$ cat src/rtl/fir_pkg.sv
// fir_pkg: shared definitions for the FIR sequencer slice.
//   fir_state_t  - sequencer state encoding (also reported on state_o)
//   TAP_NUM      - default number of taps
//   WORD_STRIDE  - byte stride between 32-bit BRAM words
//   OUT_COUNT    - progress-counter value shown while an output is pending
//   ring_index() - circular data RAM index (wp - i) mod n
package fir_pkg;

  // Encoding 3'd2 is reserved; the sequencer recovers from it to S_IDLE.
  typedef enum logic [2:0] {
    S_IDLE   = 3'd0,
    S_CLEAR  = 3'd1,
    S_WAIT_X = 3'd3,
    S_MAC    = 3'd4,
    S_OUT    = 3'd5,
    S_DONE   = 3'd6
  } fir_state_t;

  localparam int         TAP_NUM     = 11;
  localparam int         WORD_STRIDE = 4;
  localparam logic [3:0] OUT_COUNT   = 4'd14;

  // Valid for wp < n and i <= n; never produces a negative index.
  function automatic logic [3:0] ring_index(input logic [3:0] wp,
                                            input logic [3:0] i,
                                            input int         n);
    if (wp >= i) return wp - i;
    return 4'(int'(wp) + n - int'(i));
  endfunction

endpackage

$ cat src/rtl/fir_sequencer_if.sv
// fir_sequencer_if: one AXI-Stream channel (tvalid/tready/tdata/tlast).
//   master - drives tvalid, tdata, tlast; receives tready
//   slave  - receives tvalid, tdata, tlast; drives tready
interface fir_sequencer_if #(
  parameter int DW = 32
);
  logic          tvalid;
  logic          tready;
  logic [DW-1:0] tdata;
  logic          tlast;

  modport master (output tvalid, tdata, tlast, input tready);
  modport slave  (input tvalid, tdata, tlast, output tready);
endinterface

$ cat src/rtl/fir_sequencer_mac.sv
// fir_mac: registered multiply-accumulate.
//   axis_clk, axis_rst_n - clock, asynchronous active-low reset
//   clr                  - zero the accumulator (wins over en)
//   en                   - acc <= acc + a*b (signed, low word kept)
//   a, b                 - operands
//   acc                  - accumulator register
module fir_mac #(
  parameter int pDATA_WIDTH = 32
) (
  input  logic                   axis_clk,
  input  logic                   axis_rst_n,
  input  logic                   clr,
  input  logic                   en,
  input  logic [pDATA_WIDTH-1:0] a,
  input  logic [pDATA_WIDTH-1:0] b,
  output logic [pDATA_WIDTH-1:0] acc
);

  logic [pDATA_WIDTH-1:0] prod;

  // Only the low word of the signed product is kept; sum wraps modulo 2^W.
  assign prod = pDATA_WIDTH'($signed(a) * $signed(b));

  always_ff @(posedge axis_clk or negedge axis_rst_n) begin
    if (!axis_rst_n)  acc <= '0;
    else if (clr)     acc <= '0;
    else if (en)      acc <= acc + prod;
  end

endmodule

$ cat src/rtl/fir_sequencer.sv
// fir_sequencer: sequences one FIR run.
//   axis_clk, axis_rst_n     - clock, asynchronous active-low reset
//   ap_start, data_length    - run request and sample count (config block)
//   ap_done, ap_idle         - run status (config block)
//   ss                       - AXI-Stream slave, input samples
//   sm                       - AXI-Stream master, filter outputs
//   fir_raddr, tap_Do        - tap index out, tap RAM read data in
//   data_EN/WE/A/Di, data_Do - data RAM port (circular sample history)
//   state_o, counter         - state encoding and progress counter
module fir_sequencer
  import fir_pkg::*;
#(
  parameter int pADDR_WIDTH = 12,
  parameter int pDATA_WIDTH = 32,
  parameter int Tape_Num    = TAP_NUM
) (
  input  logic                   axis_clk,
  input  logic                   axis_rst_n,
  input  logic                   ap_start,
  input  logic [31:0]            data_length,
  output logic                   ap_done,
  output logic                   ap_idle,
  fir_sequencer_if.slave         ss,
  fir_sequencer_if.master        sm,
  output logic [3:0]             fir_raddr,
  input  logic [pDATA_WIDTH-1:0] tap_Do,
  output logic                   data_EN,
  output logic [3:0]             data_WE,
  output logic [pADDR_WIDTH-1:0] data_A,
  output logic [pDATA_WIDTH-1:0] data_Di,
  input  logic [pDATA_WIDTH-1:0] data_Do,
  output logic [2:0]             state_o,
  output logic [3:0]             counter
);

  fir_state_t             state;
  logic [3:0]             wp;
  logic [31:0]            oc;
  logic [3:0]             addr_idx;
  logic                   acc_clr;
  logic                   acc_en;
  logic [pDATA_WIDTH-1:0] acc;
  logic                   unused_tlast;

  // The run length alone terminates the run.
  assign unused_tlast = ss.tlast;

  assign state_o = state;
  assign data_EN = (state != S_IDLE);
  assign sm.tdata = acc;

  // Operands addressed at step i-1 are accumulated at step i.
  assign acc_en  = (state == S_MAC) && (counter != 4'd0);
  assign acc_clr = ((state == S_IDLE) && ap_start) ||
                   ((state == S_OUT) && sm.tready);

  fir_mac #(
    .pDATA_WIDTH(pDATA_WIDTH)
  ) u_mac (
    .axis_clk   (axis_clk),
    .axis_rst_n (axis_rst_n),
    .clr        (acc_clr),
    .en         (acc_en),
    .a          (tap_Do),
    .b          (data_Do),
    .acc        (acc)
  );

  always_comb begin
    fir_raddr = '0;
    data_WE   = '0;
    data_Di   = '0;
    addr_idx  = '0;
    unique case (state)
      S_CLEAR: begin
        addr_idx = counter;
        data_WE  = '1;
      end
      S_WAIT_X: begin
        addr_idx = wp;
        if (ss.tvalid) begin
          data_WE = '1;
          data_Di = ss.tdata;
        end
      end
      S_MAC: begin
        if (counter < 4'(Tape_Num)) begin
          fir_raddr = counter;
          addr_idx  = ring_index(wp, counter, Tape_Num);
        end
      end
      default: ;
    endcase
    data_A = pADDR_WIDTH'(int'(addr_idx) * WORD_STRIDE);
  end

  always_ff @(posedge axis_clk or negedge axis_rst_n) begin
    if (!axis_rst_n) begin
      state     <= S_IDLE;
      counter   <= '0;
      wp        <= '0;
      oc        <= '0;
      ap_done   <= 1'b0;
      ap_idle   <= 1'b1;
      ss.tready <= 1'b0;
      sm.tvalid <= 1'b0;
      sm.tlast  <= 1'b0;
    end else begin
      ap_done <= 1'b0;
      unique case (state)
        S_IDLE: begin
          if (ap_start) begin
            state   <= S_CLEAR;
            counter <= '0;
            wp      <= '0;
            oc      <= '0;
            ap_idle <= 1'b0;
          end
        end
        S_CLEAR: begin
          if (counter == 4'(Tape_Num - 1)) begin
            counter <= '0;
            if (data_length == 32'd0) begin
              state   <= S_DONE;
              ap_done <= 1'b1;
              ap_idle <= 1'b1;
            end else begin
              state     <= S_WAIT_X;
              ss.tready <= 1'b1;
            end
          end else begin
            counter <= counter + 4'd1;
          end
        end
        S_WAIT_X: begin
          if (ss.tvalid) begin
            state     <= S_MAC;
            ss.tready <= 1'b0;
            counter   <= '0;
          end
        end
        S_MAC: begin
          if (counter == 4'(Tape_Num)) begin
            state     <= S_OUT;
            counter   <= OUT_COUNT;
            sm.tvalid <= 1'b1;
            sm.tlast  <= (oc == data_length - 32'd1);
          end else begin
            counter <= counter + 4'd1;
          end
        end
        S_OUT: begin
          if (sm.tready) begin
            sm.tvalid <= 1'b0;
            sm.tlast  <= 1'b0;
            oc        <= oc + 32'd1;
            wp        <= (wp == 4'(Tape_Num - 1)) ? '0 : wp + 4'd1;
            counter   <= '0;
            if (sm.tlast) begin
              state   <= S_DONE;
              ap_done <= 1'b1;
              ap_idle <= 1'b1;
            end else begin
              state     <= S_WAIT_X;
              ss.tready <= 1'b1;
            end
          end
        end
        S_DONE: begin
          state   <= S_IDLE;
          counter <= '0;
        end
        default: begin
          state     <= S_IDLE;
          counter   <= '0;
          ap_idle   <= 1'b1;
          ss.tready <= 1'b0;
          sm.tvalid <= 1'b0;
          sm.tlast  <= 1'b0;
        end
      endcase
    end
  end

endmodule
$ cat src/flat_wrapper.sv
// flat-port wrapper written by rule: the top's interface ports become plain ports
module fir_sequencer_flat import fir_pkg::*;
#(
  parameter int pADDR_WIDTH = 12,
  parameter int pDATA_WIDTH = 32,
  parameter int Tape_Num    = TAP_NUM
)
  (axis_clk, axis_rst_n, ap_start, data_length, ap_done, ap_idle, fir_raddr, tap_Do, data_EN, data_WE, data_A, data_Di, data_Do, state_o, counter, ss_tvalid, ss_tdata, ss_tlast, ss_tready, sm_tvalid, sm_tdata, sm_tlast, sm_tready);
  fir_sequencer_if ss_i ();
  fir_sequencer_if sm_i ();
  input  logic axis_clk;
  input  logic axis_rst_n;
  input  logic ap_start;
  input  logic [31:0] data_length;
  output logic ap_done;
  output logic ap_idle;
  output logic [3:0] fir_raddr;
  input  logic [pDATA_WIDTH-1:0] tap_Do;
  output logic data_EN;
  output logic [3:0] data_WE;
  output logic [pADDR_WIDTH-1:0] data_A;
  output logic [pDATA_WIDTH-1:0] data_Di;
  input  logic [pDATA_WIDTH-1:0] data_Do;
  output logic [2:0] state_o;
  output logic [3:0] counter;
  input wire logic [$bits(ss_i.tvalid)-1:0] ss_tvalid;
  input wire logic [$bits(ss_i.tdata)-1:0] ss_tdata;
  input wire logic [$bits(ss_i.tlast)-1:0] ss_tlast;
  output wire logic [$bits(ss_i.tready)-1:0] ss_tready;
  output wire logic [$bits(sm_i.tvalid)-1:0] sm_tvalid;
  output wire logic [$bits(sm_i.tdata)-1:0] sm_tdata;
  output wire logic [$bits(sm_i.tlast)-1:0] sm_tlast;
  input wire logic [$bits(sm_i.tready)-1:0] sm_tready;
  assign ss_i.tvalid = ss_tvalid;
  assign ss_i.tdata = ss_tdata;
  assign ss_i.tlast = ss_tlast;
  assign ss_tready = ss_i.tready;
  assign sm_tvalid = sm_i.tvalid;
  assign sm_tdata = sm_i.tdata;
  assign sm_tlast = sm_i.tlast;
  assign sm_i.tready = sm_tready;
  fir_sequencer #(.pADDR_WIDTH(pADDR_WIDTH), .pDATA_WIDTH(pDATA_WIDTH), .Tape_Num(Tape_Num)) u_core (.axis_clk(axis_clk), .axis_rst_n(axis_rst_n), .ap_start(ap_start), .data_length(data_length), .ap_done(ap_done), .ap_idle(ap_idle), .ss(ss_i), .sm(sm_i), .fir_raddr(fir_raddr), .tap_Do(tap_Do), .data_EN(data_EN), .data_WE(data_WE), .data_A(data_A), .data_Di(data_Di), .data_Do(data_Do), .state_o(state_o), .counter(counter));
endmodule
$ cat config.mk
export PLATFORM = sky130hd
export DESIGN_NAME = fir_sequencer_flat
export DESIGN_NICKNAME = d
export VERILOG_FILES = /design/src/rtl/fir_pkg.sv /design/src/rtl/fir_sequencer_if.sv /design/src/rtl/fir_sequencer_mac.sv /design/src/rtl/fir_sequencer.sv /design/src/flat_wrapper.sv
export SDC_FILE = /design/constraint.sdc
export NUM_CORES = 2
export LEC_CHECK = 0
export CORE_UTILIZATION = 65
export CTS_BUF_LIST = sky130_fd_sc_hd__clkbuf_4 sky130_fd_sc_hd__clkbuf_8
export DETAILED_ROUTE_END_ITERATION = 10
export GPL_TIMING_DRIVEN = 1
export HOLD_SLACK_MARGIN = 0.03
export PLACE_DENSITY = 0.9
export SETUP_SLACK_MARGIN = 0.15
export SLEW_MARGIN = 10
export SYNTH_ARGS = -nofsm -noshare
export SYNTH_HDL_FRONTEND = slang
export SYNTH_SLANG_ARGS = --single-unit
$ cat constraint.sdc
create_clock -name axis_clk -period 15.1 [get_ports axis_clk]
set_clock_uncertainty 0.2 [all_clocks]
set_input_delay 4.53 -clock axis_clk [delete_from_list [all_inputs] [get_ports axis_clk]]
set_output_delay 4.53 -clock axis_clk [all_outputs]
set_load 0.02 [all_outputs]
==> results.md <==
* Outcome: finished clean
* Final Net Count at approximately 3,500
* I/O Buffers at between 200 and 250
* Register area at around 2000 um2
* Final Max Slew Viols at 0
* Routability cong. at slightly above 0.9
* Routed WL at approximately 63 mm
* Clock Sink Count at 80
* Routed wire per std cell at 19.80 um
* Most used cell, CP: fa_1
* Mapped Area at 22,740 um2
* Async SR Flop Fraction at between 90% and 100%
* Final global-route overflow total at 0
* Via count at around 19,000
* # placed instances at around 3,200
* Post-synth top area cell: fa_1
* Top post-synthesis cells by count: 544 x inv_1, 441 x fa_1, 354 x and2_1
* Routed vias/inst at 5.862
* Largest net degree at the start of global routing at 81
* Max clock buf depth at 2
* CTS tree: built
* CTS Hold Buffers Added at 0
* Final setup fails at 0
* WP data arrival at 12.92 ns
* Rel. slew slack at between 10% and 20%
* Yosys reg bits at 80
* Max FO, Critical Path at 27
* H-Tree Depth at 3
* Unrepaired setup endpoints after global routing: false
* Detailed Route Iter0 Violations at approximately 1,400
* Largest cells by area after synthesis: fa_1 39%, and2_1 9.7%, ha_1 9.1%, inv_1 9.0%, dfrtp_1 8.7%
* Ys flop type: dfrtp_1
* Final Cell Area at around 25,000 um2
* Post-synth EDFFs at 0
* Post-Syn Area per Cell at between 8 and 9 um2
* First-pass GRT wire length at 102.2 mm
* Final cycle utilization of the critical path at a little under nine tenths
* Synth cell types at 60
* CP cell instances: clkdlybuf4s50_1, and2_1, fa_1, fa_1, fa_1, inv_1, fa_1, fa_1, fa_1, inv_1, fa_1, inv_1, fa_1, inv_1, ha_1, a211oi_1, o21bai_1, a21oi_1, o21ai_0, a211oi_1, a211oi_1, a31oi_1, xor2_1, o21ai_0
* Area grow syn2layout at 11.68%
* Worst-margin pin slew at 1.257 ns
* Area of the multi-input gates at 18,200 um2
* DP Wirelength at around 50 mm
* Fillers at between 2,000 and 2,500
* Worst EP required at roughly 15 ns
* Post-route setup TNS at 0 ns
* Die area at around 36,000 um2
* Post-synth top area share at between 30 and 40%
* Min-Delay Path Class: register to register
* Core Footprint at approximately 34,000 um2
* Initial Util at approximately two thirds
* CTS clk-pin slew, worst paths at about 0.1 ns
* Placement Cell Area at between 20,000 and 30,000 um2
* CP max stage delay at 1.03 ns
* DRT antenna net count at 0
* Synth warn at 0
* Final min period at between 10 and 15 ns
* FMAX at around 80 MHz
* Antenna violations before repair at 6
* Die Span X at approximately 190 um
* PostCTS Resize Cnt at 0
* CP endpoint kind: register
* Skew-Pair Late Insertion Delay at roughly 0.39 ns
* CTS buffer count at 9
* Root buf cell: clkbuf_8
* Top-count cell post-synth: inv_1
* Final Hold Fails at 0
* Die Y at between 150 and 200 um
* Crit Path Class: input port to register
* Ports at 231
* Vias in the first global route at between 20,000 and 25,000
* Critical Path Source Type: input port
* Post-Layout Cell Count at 3,185
* Mapped Cells at roughly 2,600
* Max-cap check violation count at 0
* TritonRoute pass-1 iters at 7
* GRT Total Usage at 36.72%
* Setup Buffers After CTS at 0
* DRC at 0
* Share of cells above drive strength 1 at 1.906%
* Row cnt at around 70
* Register area share after synthesis at under 10%
* Crit-path slowest cell: clkdlybuf4s50_1
==> flip-flops by register name (all words and copies together), names as in the netlist <==
signal,flops
u_core.sm.tvalid,1
u_core.ap_done,1
u_core.u_mac.acc,32
u_core.ap_idle,1
u_core.counter,4
u_core.state_o,3
u_core.wp,4
u_core.ss.tready,1
u_core.oc,32
u_core.sm.tlast,1
==> metal layers <==
metal	share of wire [%]	wire [um]	global-route usage, %	vias up
met2	49	30850	62.15	995
li1	-	-	-	8055
met3	10	6385	8.582	302
met1	34	21670	42.83	9318
met4	6.6	4151	21.22	2
met5	0.021	13	0	-
==> critical path: cells and delay by family <==
kind	cells	cell delay (ns)
xor gates and xnor gates	1	0.22
and+or+nand+nor	1	0.48
adders and majority gates	9	4.43
AOI/OAI and AO/OA	8	1.99
buffers and inverters	5	1.26
==> layout make-up <==
type,count,area share (%)
diodes,2,0.01971
clock buffers,9,0.4878
clock inverters,6,0.3695
inverters,544,8.041
multi-input cells,1848,71.66
flip-flops and latches,80,7.889
well taps,455,2.242
repair buffers,241,9.293
==> layout by cell type, fill, tap and decap left out, drive strengths merged, types with 12 or more instances in the layout <==
cell type      Yosys  routed
and3              13      13
nand2            292     292
or3               12      12
dfrtp             79      79
xnor2            105     105
buf               11      21
a31oi             17      17
o211ai            17      17
mux2i             14      14
a21oi             31      31
fa               441     441
clkdlybuf4s50      0     220
nand3             41      41
o21ai             77      77
nor3              19      19
a211oi            12      12
and2             355     355
a21o              23      23
xor2              36      36
ha               165     165
inv              544     545
nor2              64      64
o31ai             17      17
==> cells by family (layout without fill, tap and decap cells) <==
| family | Yosys count | after routing | share of synthesized area [%] |
|---|---|---|---|
| compound gates | 225 | 225 | 6.268 |
| buf+inv | 672 | 800 | 11.28 |
| flops | 80 | 80 | 8.810 |
| other cells | 1 | 10 | 0.01649 |
| mux | 14 | 14 | 0.6163 |
| fa+ha+maj | 606 | 606 | 47.91 |
| xor+xnor | 141 | 141 | 5.431 |
| simple gates | 854 | 854 | 19.67 |
==> through the flow <==
stage               worst slack (ns)  utilization [%]  hold slack, ns
floorplan                      3.562                -          0.2659
global placement               2.152            73.05          0.2986
detailed placement             2.001            73.05          0.3091
CTS                            2.369            73.68          0.3294
global route                   2.015            73.69          0.3463
finish                         2.227            73.69          0.3232
==> path summary, 6_finish.rpt <==
check / from / endpoint / slack [ns] / cells past startpoint
max reg2reg: u_core.u_mac.acc[19] / u_core.u_mac.acc[29] / 7.30 / 22
min: u_core.ap_idle / u_core.ap_idle / 0.32 / 2
min in group asynchronous: axis_rst_n / u_core.ss.tready / 4.10 / 1
max in group asynchronous: axis_rst_n / u_core.u_mac.acc[18] / 9.90 / 1
min reg2reg: u_core.ap_idle / u_core.ap_idle / 0.32 / 2
max: data_Do[5] / u_core.u_mac.acc[29] / 2.23 / 24
Power is not shown: default switching activity piles up to over one toggle a cycle in this logic, so the estimate is an artifact.
